## src/rtl/ram_2d_window_seq.sv

```systemverilog
`default_nettype none
// ============================================================================
// Module   : ram_2d_window_seq
// Brief    : Writes a HEIGHT x WIDTH raster frame into an external RAM, then
//            streams every KxK stride-1 window element by element. Defining
//            WIN_LAST_EN adds a win_last output that flags each window's last
//            element.
// Revision : 1.0 - initial release
// ============================================================================
module ram_2d_window_seq #(
    parameter int DWIDTH = 32,
    parameter int HEIGHT = 8,
    parameter int WIDTH  = 8,
    parameter int K      = 3
) (
    input  logic                                           clk,
    input  logic                                           rst_n,
    input  logic                                           start,
    output logic                                           busy,
    output logic                                           done,
    input  logic                                           in_valid,
    output logic                                           in_ready,
    input  logic [DWIDTH-1:0]                              in_data,
    output logic                                           out_valid,
    input  logic                                           out_ready,
    output logic [DWIDTH-1:0]                              out_data,
`ifdef WIN_LAST_EN
    output logic                                           win_last,
`endif
    output logic                                           ram_rw,
    output logic [((HEIGHT > 1) ? $clog2(HEIGHT) : 1)-1:0] ram_haddr,
    output logic [((WIDTH > 1) ? $clog2(WIDTH) : 1)-1:0]   ram_waddr,
    output logic [DWIDTH-1:0]                              ram_datain,
    input  logic [DWIDTH-1:0]                              ram_dataout
);

    localparam int c_HAW = (HEIGHT > 1) ? $clog2(HEIGHT) : 1;
    localparam int c_WAW = (WIDTH > 1) ? $clog2(WIDTH) : 1;

    localparam logic [c_HAW-1:0] c_H_MAX  = c_HAW'(HEIGHT - 1);
    localparam logic [c_WAW-1:0] c_W_MAX  = c_WAW'(WIDTH - 1);
    localparam logic [c_HAW-1:0] c_OY_MAX = c_HAW'(HEIGHT - K);
    localparam logic [c_WAW-1:0] c_OX_MAX = c_WAW'(WIDTH - K);
    localparam logic [c_HAW-1:0] c_KY_MAX = c_HAW'(K - 1);
    localparam logic [c_WAW-1:0] c_KX_MAX = c_WAW'(K - 1);

    typedef enum logic [1:0] {
        IDLE   = 2'd0,
        LOAD   = 2'd1,
        RD_CAP = 2'd2,
        OUT    = 2'd3
    } state_t;

    state_t r_state;
    state_t w_state_nxt;

    logic [c_HAW-1:0]  r_h;
    logic [c_WAW-1:0]  r_w;
    logic [c_HAW-1:0]  r_oy;
    logic [c_HAW-1:0]  r_ky;
    logic [c_WAW-1:0]  r_ox;
    logic [c_WAW-1:0]  r_kx;
    logic [c_HAW-1:0]  w_oy_n;
    logic [c_HAW-1:0]  w_ky_n;
    logic [c_WAW-1:0]  w_ox_n;
    logic [c_WAW-1:0]  w_kx_n;
    logic              r_prime;
    logic              r_done;
    logic [DWIDTH-1:0] r_out_data;
    logic              w_wr;
    logic              w_accept;
    logic              w_last_px;
    logic              w_last_elem;

    assign w_last_px   = (r_h == c_H_MAX) && (r_w == c_W_MAX);
    assign w_last_elem = (r_oy == c_OY_MAX) && (r_ox == c_OX_MAX) &&
                         (r_ky == c_KY_MAX) && (r_kx == c_KX_MAX);

    assign done     = r_done;
    assign out_data = r_out_data;

`ifdef WIN_LAST_EN
    assign win_last = out_valid && (r_ky == c_KY_MAX) && (r_kx == c_KX_MAX);
`endif

    always_ff @(posedge clk or negedge rst_n) begin
        if (!rst_n) begin
            r_state <= IDLE;
        end else begin
            r_state <= w_state_nxt;
        end
    end

    always_comb begin
        w_state_nxt = r_state;
        busy        = (r_state != IDLE);
        in_ready    = (r_state == LOAD);
        out_valid   = (r_state == OUT);
        w_wr        = (r_state == LOAD) && in_valid;
        w_accept    = (r_state == OUT) && out_ready;
        case (r_state)
            IDLE:    if (start) w_state_nxt = LOAD;
            LOAD:    if (w_wr && w_last_px) w_state_nxt = RD_CAP;
            // The first RD_CAP cycle after LOAD only issues the (0,0) read.
            RD_CAP:  if (!r_prime) w_state_nxt = OUT;
            OUT:     if (w_accept) w_state_nxt = w_last_elem ? IDLE : RD_CAP;
            default: w_state_nxt = IDLE;
        endcase
    end

    // Scan position that follows the current one (kx fastest, oy slowest).
    always_comb begin
        w_oy_n = r_oy;
        w_ox_n = r_ox;
        w_ky_n = r_ky;
        w_kx_n = r_kx;
        if (r_kx != c_KX_MAX) begin
            w_kx_n = r_kx + c_WAW'(1);
        end else begin
            w_kx_n = '0;
            if (r_ky != c_KY_MAX) begin
                w_ky_n = r_ky + c_HAW'(1);
            end else begin
                w_ky_n = '0;
                if (r_ox != c_OX_MAX) begin
                    w_ox_n = r_ox + c_WAW'(1);
                end else begin
                    w_ox_n = '0;
                    w_oy_n = (r_oy == c_OY_MAX) ? '0 : r_oy + c_HAW'(1);
                end
            end
        end
    end

    always_comb begin
        ram_rw     = !w_wr;
        ram_datain = '0;
        ram_haddr  = r_oy + r_ky;
        ram_waddr  = r_ox + r_kx;
        if (w_wr) begin
            ram_datain = in_data;
            ram_haddr  = r_h;
            ram_waddr  = r_w;
        end else if (w_accept) begin
            ram_haddr = w_oy_n + w_ky_n;
            ram_waddr = w_ox_n + w_kx_n;
        end
    end

    always_ff @(posedge clk or negedge rst_n) begin
        if (!rst_n) begin
            r_h        <= '0;
            r_w        <= '0;
            r_oy       <= '0;
            r_ox       <= '0;
            r_ky       <= '0;
            r_kx       <= '0;
            r_prime    <= 1'b0;
            r_done     <= 1'b0;
            r_out_data <= '0;
        end else begin
            r_done <= w_accept && w_last_elem;

            if ((r_state == IDLE) && start) begin
                r_h  <= '0;
                r_w  <= '0;
                r_oy <= '0;
                r_ox <= '0;
                r_ky <= '0;
                r_kx <= '0;
            end

            if (w_wr) begin
                if (r_w == c_W_MAX) begin
                    r_w <= '0;
                    r_h <= (r_h == c_H_MAX) ? '0 : r_h + c_HAW'(1);
                end else begin
                    r_w <= r_w + c_WAW'(1);
                end
            end

            if (w_wr && w_last_px) begin
                r_prime <= 1'b1;
            end else if (r_state == RD_CAP) begin
                r_prime <= 1'b0;
            end

            if ((r_state == RD_CAP) && !r_prime) begin
                r_out_data <= ram_dataout;
            end

            if (w_accept) begin
                r_oy <= w_oy_n;
                r_ox <= w_ox_n;
                r_ky <= w_ky_n;
                r_kx <= w_kx_n;
            end
        end
    end

endmodule
`default_nettype wire

```

## config.mk

```make
export PLATFORM = sky130hd
export DESIGN_NAME = ram_2d_window_seq
export DESIGN_NICKNAME = d
export VERILOG_FILES = /design/src/rtl/ram_2d_window_seq.sv
export SDC_FILE = /design/constraint.sdc
export NUM_CORES = 1
export LEC_CHECK = 0
export ABC_AREA = 1
export BUFFER_PORTS_ARGS = -buffer_cell sky130_fd_sc_hd__buf_4
export CAP_MARGIN = 5
export CORE_ASPECT_RATIO = 1.4
export CORE_MARGIN = 2
export CORE_UTILIZATION = 32
export DETAILED_ROUTE_END_ITERATION = 8
export GPL_ROUTABILITY_DRIVEN = 0
export GPL_TIMING_DRIVEN = 0
export PLACE_DENSITY_LB_ADDON = 0.3
export SYNTH_ARGS = -nofsm -noshare
export SYNTH_HDL_FRONTEND = slang
export SYNTH_SLANG_ARGS = --single-unit
```

## constraint.sdc

```tcl
create_clock -name clk -period 4.5 [get_ports clk]
set_clock_uncertainty 0.2 [all_clocks]
set_input_delay 0.225 -clock clk [delete_from_list [all_inputs] [get_ports clk]]
set_output_delay 0.225 -clock clk [all_outputs]
set_load 0.02 [all_outputs]
```

Word level (Yosys, flattened, before mapping):

Cells that the tools add are included.

* add/sub/neg operators: 10
* eq/ne operators: 16
* mux-type cells: 34
* reduce and logical (&&, ||, !) cells: 18

Operators by type and width (number)
* $mux W3: 25
* $mux W32: 1
* $add A3 B1 Y3 const B: 6
* $add A3 B3 Y3: 4
* $eq A3 B3 Y1 const B: 4
* $logic_and A1 B1 Y1: 10
* $mux W2: 5
* $pmux W2 S4: 1
* $reduce_bool A2 Y1: 4
* $eq A3 B2 Y1 const B: 2
* $ne A3 B2 Y1 const B: 2
* $eq A2 B2 Y1 const B: 2
* $ne A2 B1 Y1 const B: 2
* $ne A2 B2 Y1 const B: 2
* $reduce_and A4 Y1: 1
* $ne A3 B3 Y1 const B: 1
* $eq A2 B1 Y1 const B: 1
* $logic_not A1 Y1: 2
* $logic_not A2 Y1: 1
* $mux W1: 2

* bits in registers: 54
* input bits: 69
* word-level logic and storage cells: 88

Longest topological paths before layout:

* depth after elaboration: 8
* mapped depth: 13

Worst setup path before layout:

Ideal clock, no wire load.

* kind: reg2out
* start point: register r_kx[0]
* end point: output ram_waddr[2] (netlist bit)
* data arrival time: 2.269 ns
* data required time: 4.075 ns
* path slack: 1.806 ns
* stages on the path, launching flop included: 12
* buffers on the path: 0
* cell sequence: dfrtp_1 > inv_1 > nand3_2 > nor2_4 > inv_1 > nor4_1 > a21oi_1 > fa_1 > xnor2_1 > xor2_1 > nand2_1 > a21oi_1

* longest elaborated chain between the ends: 5

RTL lines
* start, declared: line 62 `logic [c_WAW-1:0] r_kx;`
* start signal, assigned: line 196 `r_kx <= w_kx_n;`
* $add A3 B1 Y3 or $ne A3 B2 Y1 (tied branches): line 118, 117
* $mux W3: line 117 `if (r_kx != c_KX_MAX) begin`
* $add A3 B3 Y3: line 146 `ram_waddr = w_ox_n + w_kx_n;`
* $mux W3 (*): line 144 `end else if (w_accept) begin`
* $mux W3 (*): line 140 `if (w_wr) begin`
* end, declared: line 32 `output logic [((WIDTH > 1) ? $clog2(WIDTH) : 1)-1:0] ram_waddr,`

Mark *: on every way between the ends. The rest lies on a longest branch, timed or not.

Final worst setup path:

Ends and elaborated chain as after synthesis.

==> results.tsv <==
stage	metric	value	unit
timing	Setup-failing EPs final	0	
clock_network	worst skew pair latency	0.29	ns
clock_network	clk buf depth	2	
placed_design	dpl cell area	4220	um2
worst_setup_path	reg-to-reg startpoint	r_state[0]	
clock_network	htree depth	2	
clock_network	TritonCTS clock tree	yes	
grt	GRT Util Overall	16.0	%
grt	largest net degree at the start of global routing	55	
layout	most common cell after layout, fill and taps aside	buf_4	
min_path	hold crit path type	in -> reg	
detailed_routing	vias per inst	4.55	
clock_network	total CTS buffers	5	
worst_setup_path	Setup crit end	ram_waddr[2]	
synthesis	cell area after synthesis	3020	um2
die	Initial Util	33.2	%
worst_setup_path	Reg2Reg Capture Point	r_ky[2]	
detailed_routing	DRC errors left	0	
synthesis	number of enable flip-flop cells after synthesis	0	
synthesis	top-area cell type share of the netlist area	44.8	%
placed_design	I/O Buffers	143	
synthesis	post-synthesis cell type count	28	
layout	area growth from synthesis to layout	56.8	%
clock_network	post_cts resized	0	
die	FP Rows	41	
worst_setup_path	worst-case reg-to-reg path depth	6	
synthesis	synthesis-stage register bit count	54	
timing	Max transition margin	54.2	%
synthesis	multiplexer share of the synthesized area	11.9	%
pwr	Int Power	1.71	mW
timing	Max Slew Vio Count	0	
clock_network	clock sinks	54	
synthesis	post-synthesis compound-gate area fraction	6.93	%
layout	share of post-route cells with drive strength above 1	35.7	%
synthesis	Synth Instances	350	
layout	Ant. Diodes	0	
synthesis	Mapped Nets	431	
detailed_routing	First-pass DRT Iterations	4	
worst_setup_path	Worst setup EP type	output port	
pwr	Total Power	2.96	mW
layout	fin nets	615	
flow_run	max-cap violations	0	
detailed_routing	Post-DRT Antenna Nets	0	
synthesis	Synth Area in Simple Gates	18.2	%
detailed_routing	Iter 0 DRT Violations	96	
grt	initial antenna violation count	0	
layout	commonest non-fill, non-tap cells in the layout	buf_4, inv_1, dfrtp_1	
synthesis	Post-Synth XOR/XNOR Area	1.74	%
pwr	Clk pwr share	14.9	%
timing	RSZ-0062 raised after global routing	no	
synthesis	synth top area cells	dfrtp_1, mux2_2, inv_1	
timing	Sum Neg Setup Slack	0	ns
worst_setup_path	WP data arrival	2.81	ns
grt	first-pass GRT wire length	13.4	mm
timing	Tcrit/Tclk final	71.8	%
die	die area	10200	um2
detailed_routing	Routed WL	8.02	mm
grt	vias in the first global route	3031	
die	die width	86.1	um
worst_setup_path	flop2flop setup slack	2.68	ns
detailed_routing	Avg WL per Cell	12.5	um
synthesis	post-synthesis adder-cell area fraction	5.97	%
clock_network	postcts setup bufs	0	
pwr	Sw Ratio	42.3	%
clock_network	clk slew on worst S/H paths	0.07	ns
worst_setup_path	CP Launch Point	r_kx[0]	
timing	Hold Violations, Final	0	
pwr	Switch Pwr	1.25	mW
detailed_routing	Vias	2922	
pwr	peak supply drop	0.000385	V
pwr	Leak	2.54	nW
pwr	Seq pwr share	28.9	%
status	outcome	complete, no violations	
timing	fmax	309	MHz
synthesis	leading area contributor after synthesis	dfrtp_1	
synthesis	largest family of logic cells by synthesized area	simple AND/OR/NAND/NOR gates	
timing	worst hold margin	0.117	ns
die	Die Ht	119	um
layout	Final Cell Area	4730	um2
placed_design	HPWL after DPL	6.12	mm
synthesis	synth warn	0	
synthesis	Top FF cell, synth	dfrtp_1	
timing	minimum clock period	3.23	ns
grt	grt ovf	0	
die	CORE AREA	9080	um2
pwr	combinational power share	56.2	%
worst_setup_path	CP Class	reg -> out	
clock_network	Root Buffer Master	clkbuf_16	
synthesis	sequential share of the synthesized area	44.8	%
worst_setup_path	Max FO, Critical Path	7	
synthesis	Post-synth ARST share	100	%
synthesis	Avg Inst Size Synth	8.62	um2
pwr	pwr/cell area	625	nW/um2
worst_setup_path	Required @ worst endpoint	4.07	ns
layout	Final Util	52.1	%
worst_setup_path	CP Launch Type	flip-flop	
die	I/O pins	144	
timing	Worst Max-Slew Pin Slew	0.686	ns
## final cells by class
class	count	area (um2)
clock inverters	2	37.5
flip-flops and latches	54	1350
inverters	71	267
multi-input cells	214	1350
well taps	107	134
plain buffers	11	47.5
repair buffers	177	1410
fillers	807	4350
clock buffers	6	129
## how the worst min path moves through the flow
stage,startpoint,to,depth (start not counted)
after floorplan,rst_n,done,0
after global placement,rst_n,out_data[0],1
after detailed placement,rst_n,out_data[0],1
after CTS,in_valid,r_h[1],4
after global routing,in_valid,r_h[1],4
final,in_valid,r_h[1],4
## synthesized netlist by cell type, types with 4 or more instances
master / count
nand2_1: 51
fa_1: 4
inv_1: 71
nand3_1: 17
o21ai_0: 19
nor2_1: 49
ha_1: 8
buf_2: 5
xor2_1: 5
o22ai_1: 5
a21oi_1: 10
dfrtp_1: 54
mux2_2: 29
## worst max-delay path, cell delays in order, from the launching register on
cell and delay, ns:
dfrtp_1 0.43, inv_1 0.13, nand3_2 0.14, nor2_4 0.20, inv_1 0.10, nor4_1 0.18, a21oi_1 0.11, fa_1 0.44
xnor2_1 0.21, xor2_1 0.16, nand2_1 0.07, a21oi_1 0.17, buf_4 0.17
## what timing repair did
item / in CTS / in global routing
hold endpoints to repair: 87 / 0
setup endpoints to repair: 0 / 0
hold buffers: 34 / 0
## cell families after synthesis
logic type | Yosys count
AND/OR/NAND/NOR | 126
XOR/XNOR | 6
multiplexers | 32
adder cells (fa/ha/maj) | 12
flip-flops | 54
buffers and inverters | 82
AO/OA/AOI/OAI | 38
## power by group through the flow
stage	clock network [mW]	registers [mW]	logic (mW)
floorplan	0	1.02	0.844
global placement	0	0.849	1.62
detailed placement	0	0.861	1.65
CTS	0.451	0.854	1.68
global route	0.465	0.890	1.82
finish	0.441	0.854	1.66
## registers in the layout (all words and copies together) (netlist names)
signal	count
out_data	32
r_oy	3
r_h	3
r_ky	3
r_kx	3
done	1
r_w	3
r_ox	3
r_state	2
r_prime	1
## layer usage
layer,track usage (%),vias up,share of wire (%)
met5,0,-,0
met4,4.66,0,1.5
met3,4.92,12,9.4
met2,28.9,125,51
met1,17.6,1325,38
li1,-,1460,-
## per-stage QoR
| stage | setup WS, ns | std cells |
|---|---|---|
| 6_report | 1.27 | 642 |
| 5_1_grt | 1.05 | 642 |
| 4_1_cts | 1.24 | 642 |
| 3_5_place_dp | 1.56 | 600 |
| 3_3_place_gp | 1.64 | 600 |
| 2_1_floorplan | 1.81 | 350 |
(Power assumes the default switching activity.)
